File: src/rtl/placement_pkg.sv
// Shared types for the placement engine and its read-side checker: data width,
// record status codes, empty-cell marker and checker FSM encoding.
package placement_pkg;

    localparam int W = 32;

    localparam logic signed [W-1:0] EMPTY = -1;

    typedef enum logic [1:0] {
        ST_OK       = 2'd0,
        ST_UNPLACED = 2'd1,
        ST_RANGE    = 2'd2,
        ST_MISMATCH = 2'd3
    } status_t;

    typedef enum logic [3:0] {
        S_IDLE,
        S_P_RD,
        S_P_WAIT,
        S_P_CHK,
        S_G_RD,
        S_G_WAIT,
        S_G_CMP,
        S_EMIT,
        S_C_RD,
        S_C_WAIT,
        S_C_CNT,
        S_FIN
    } chk_state_t;

endpackage

File: src/rtl/placement_rec_reg.sv
// Record hold register: captures one (node, x, y, status) record and presents it
// on a valid/ready interface until the consumer takes it.
module placement_rec_reg
    import placement_pkg::*;
(
    input  logic                i_clk,
    input  logic                i_rst_n,
    input  logic                i_load,
    input  logic                i_ready,
    input  logic signed [W-1:0] i_node,
    input  logic signed [W-1:0] i_x,
    input  logic signed [W-1:0] i_y,
    input  logic [1:0]          i_status,
    output logic                o_valid,
    output logic signed [W-1:0] o_node,
    output logic signed [W-1:0] o_x,
    output logic signed [W-1:0] o_y,
    output logic [1:0]          o_status
);

    logic                r_valid;
    logic signed [W-1:0] r_node;
    logic signed [W-1:0] r_x;
    logic signed [W-1:0] r_y;
    logic [1:0]          r_status;

    // Fields only change on load, so they stay stable for as long as the consumer stalls.
    always_ff @(posedge i_clk) begin
        if (!i_rst_n) begin
            r_valid  <= 1'b0;
            r_node   <= '0;
            r_x      <= '0;
            r_y      <= '0;
            r_status <= '0;
        end else if (i_load) begin
            r_valid  <= 1'b1;
            r_node   <= i_node;
            r_x      <= i_x;
            r_y      <= i_y;
            r_status <= i_status;
        end else if (r_valid && i_ready) begin
            r_valid  <= 1'b0;
        end
    end

    assign o_valid  = r_valid;
    assign o_node   = r_node;
    assign o_x      = r_x;
    assign o_y      = r_y;
    assign o_status = r_status;

endmodule

File: config.mk
export PLATFORM = sky130hd
export DESIGN_NAME = placement_rec_reg
export DESIGN_NICKNAME = d
export VERILOG_FILES = /design/src/rtl/placement_pkg.sv /design/src/rtl/placement_rec_reg.sv
export SDC_FILE = /design/constraint.sdc
export NUM_CORES = 1
export LEC_CHECK = 0
export ABC_AREA = 0
export CORE_ASPECT_RATIO = 0.9
export CORE_MARGIN = 3
export CORE_UTILIZATION = 36
export CTS_CLUSTER_DIAMETER = 80
export DETAILED_ROUTE_END_ITERATION = 8
export GPL_TIMING_DRIVEN = 0
export PLACE_DENSITY = 0.75
export SETUP_SLACK_MARGIN = 0.4
export SLEW_MARGIN = 20
export SYNTH_ARGS = -nofsm -noshare
export SYNTH_HDL_FRONTEND = slang
export SYNTH_SLANG_ARGS = --single-unit
File: constraint.sdc
create_clock -name i_clk -period 2.9 [get_ports i_clk]
set_input_delay 0.435 -clock i_clk [delete_from_list [all_inputs] [get_ports i_clk]]
set_output_delay 0.435 -clock i_clk [all_outputs]
set_load 0.005 [all_outputs]
# Word-level counts from Yosys, hierarchy flattened
# Cells that the tools add are included.
dict set report classes {
  addsub 0
  multipliers 0
  n_div 0
  n_lt_le_gt_ge 0
  n_eq_ne 0
  shift 0
  mux 2
  bitwise 0
  n_reduce_logical 2
}
# op count
set ops {}
lappend ops {{$mux W1} 2}
lappend ops {{$reduce_bool A2 Y1} 1}
lappend ops {{$logic_and A1 B1 Y1} 1}
dict set report word_totals {
  register_bits 99
  latch_bits 0
  mem_bits_rw 0
  romBits 0
  input_bits 102
  out_inout_bits 99
  n_memories 0
}

# Longest topological paths before layout
dict set report depth {
  word_depth 3
  mapped_depth 5
  ltp_nobuf 2
}

# Worst setup path after synthesis
# Ideal clock, no wire load.
dict set report synth_path {
  kind {in2reg}
  startpoint {in i_load}
  endpoint {reg r_node[20] (netlist: o_node[20])}
  setup_time_ns 0.116
  arrival_time_ns 1.090
  required_time_ns 2.784
  setup_slack_ns 1.694
  cell_stages 5
  n_path_buf 3
  cell_sequence {buf_4 buf_6 buf_8 mux2i_1 nor2b_1}
}
# item line_no
set synth_lines {}
lappend synth_lines {{start, declared} placement_rec_reg.sv:8} ;# input logic i_load,
lappend synth_lines {{end signal, assigned} placement_rec_reg.sv:37} ;# r_node <= i_node;
lappend synth_lines {{end, declared} placement_rec_reg.sv:22} ;# logic signed [W-1:0] r_node;

# Worst setup path after layout
dict set report layout_path {
  startpoint {reg r_x[18] (netlist: o_x[18])}
  endpoint {out o_x[18]}
}
# item line_no
set layout_lines {}
lappend layout_lines {{start, declared} placement_rec_reg.sv:23} ;# logic signed [W-1:0] r_x;
lappend layout_lines {{start signal, assigned} placement_rec_reg.sv:38} ;# r_x <= i_x;
lappend layout_lines {{end, declared} placement_rec_reg.sv:16} ;# output logic signed [W-1:0] o_x,
# No word-level cell between the ends.

==> results_dict.tcl <==
set metrics [dict create \
    h-tree-depth 3 \
    crit_path_top_delay_cell "clkdlybuf4s50_1" \
    diodes 0 \
    synth_common_cells "99 x dfxtp_1, 99 x nor2b_1, 98 x mux2i_1" \
    numCtsBuffers 9 \
    cts-resized-gates 0 \
    synth_cell_types 9 \
    grt.total_usage_pct 16.35 \
    cts_tree "yes" \
    crit_chain "clkdlybuf4s50_1" \
    syn_nets 421 \
    cts_root_buffer "clkbuf_16" \
    clk_latency_ps 330 \
    fin_skew_ps 0 \
    cts_post_setup_buffers_inserted 0 \
    worst-path-buf-inv 1 \
    crit_required_ps 2470 \
    placed_cell_area_mm2 0.005864 \
    synth_top_area_cell "dfxtp_1" \
    ir_worst_vdd_mv 0.4337 \
    die_h_um 102.5 \
    drt-initial-drc-count 42 \
    ios 201 \
    synth_warnings 0 \
    synth_area_per_cell_um2 11.68 \
    synthTopCellsByArea "dfxtp_1 53%, mux2i_1 26%, nor2b_1 17%, buf_4 1.6%, clkbuf_1 0.91%" \
    p_leak_nw 2.531 \
    finalSetupViolCount 0 \
    antenna_left 0 \
    wl_mm 9.578 \
    post-route-period-util_pct 55.85 \
    wl_per_cell_um 14.53 \
    routabilityCongestion 0.7229 \
    vias 2933 \
    coreArea_mm2 0.009869 \
    final_core_util_pct 62.49 \
    place_inst 643 \
    grt_pass1_wl_mm 15.17 \
    initial_utilization_pct 37.74 \
    power_w 0.003183 \
    drive_above_1_share_pct 5.253 \
    final_cell_count_no_fill 659 \
    drc 0 \
    gr-total-overflow 0 \
    tns_ps 0 \
    synthArstFlopShare_pct 0 \
    hold_viol 0 \
    slew_viol_final 0 \
    power_density_mw_per_mm2 516.2 \
    max_freq_mhz 617.4 \
    hold_class "reg -> reg" \
    synth.top_cell.area_share_pct 53.21 \
    area_growth_pct 65.57 \
    rows 34 \
    dieArea_mm2 0.01161 \
    io_buffers 198 \
    stdcell_area_mm2 0.006167 \
    vias_per_cell 4.451 \
    cap_violations 0 \
    max_stage_delay_ps 530 \
    cp_max_fo 2 \
    rsz0062_at_grt "false" \
    critPathLaunchType "flop" \
    fin_crit_ps 1620 \
    max_slew_margin_pct 76.58 \
    arrival_ps 1180 \
    ys_ff_latch 99 \
    path_class "reg -> out" \
    end_kind "output port" \
    clock_sinks 99 \
    crit_family "buffers and inverters" \
    cts_buffer_depth 2 \
    grt_pass1_vias 3045 \
    synthCells 319 \
    antenna_found_initial 0 \
    netlist_area_mm2 0.003725 \
    cts.clk_slew.worst_paths_ps 70 \
    worst_pin_slew_ps 351.4 \
    dp_hpwl_mm 7.569 \
    grt_max_degree 17 \
    dr.pass1.iters 4 \
    final_nets 630 \
    synth_edf_count 0 \
    cts_hold_buf 0 \
    synth-seq-area-share_pct 53.21 \
    status "completed" \
    die_w_um 113.2 \
    ys.flop_type "dfxtp_1" \
]
stage by stage:
step	hold WS (ps)	setup WS (ps)
after floorplan	507.3	1694
after global placement	494.6	1420
after detailed placement	501.4	1394
after CTS	517.7	1251
after global routing	544.0	1217
final	513.2	1280
registers in the layout, indices dropped and copies added (netlist names):
name	cells
o_x	32
o_valid	1
o_node	32
o_y	32
o_status	2
tightest hold or removal path: cells and delay by family, from the launching register on:
family	cells	cell delay, ps
mux	1	60
flops	1	320
simple gates	1	90
cells by family after synthesis:
family / synth area share, %
compound gates: 0.2016
flops: 53.21
mux: 26.34
simple gates: 16.63
buf+inv: 3.628
where the power goes:
| part | leakage [nW] | internal, W | switching (W) |
|---|---|---|---|
| clock | 0.146 | 0.000696 | 0.000488 |
| combinational | 1.57 | 0.000357 | 0.000162 |
| sequential | 0.818 | 0.00144 | 0.0000393 |
layout by cell type (no fill, tap or decap):
master,n
buf_2,3
buf_4,8
buf_6,1
buf_8,1
bufinv_16,1
clkbuf_1,10
clkbuf_16,9
clkbuf_8,1
clkdlybuf4s50_1,198
clkinv_2,1
clkinv_4,1
clkinvlp_4,1
dfxtp_1,99
inv_6,1
mux2i_1,98
nor2b_1,99
o21a_1,1
layout make-up:
type / instances / area (µm²)
fillers: 854 / 3702
flip-flops and latches: 99 / 1982
repair buffers: 198 / 1982
multi-input cells: 198 / 1608
clock buffers: 11 / 242.7
well taps: 126 / 157.7
plain buffers: 22 / 135.1
clock inverters: 5 / 60.06
metal layers:
layer / track usage (%) / wire length (µm) / share of wire (%) / vias up
met5: 0 / 0 / 0 / -
met4: 4.251 / 122 / 1.3 / 0
met3: 6.045 / 778 / 8.1 / 9
met2: 28.69 / 4717 / 49 / 114
met1: 19.09 / 3959 / 41 / 1341
li1: - / - / - / 1469
path summary, 6_finish.rpt:
check,start,to,slack (ps),cells after the start
min reg2reg,o_node[13],o_node[13],510,2
max,o_x[18],o_x[18],1280,1
max reg2reg,o_valid,o_valid,2210,2
min,o_node[13],o_node[13],510,2
(Power assumes the default switching activity.)
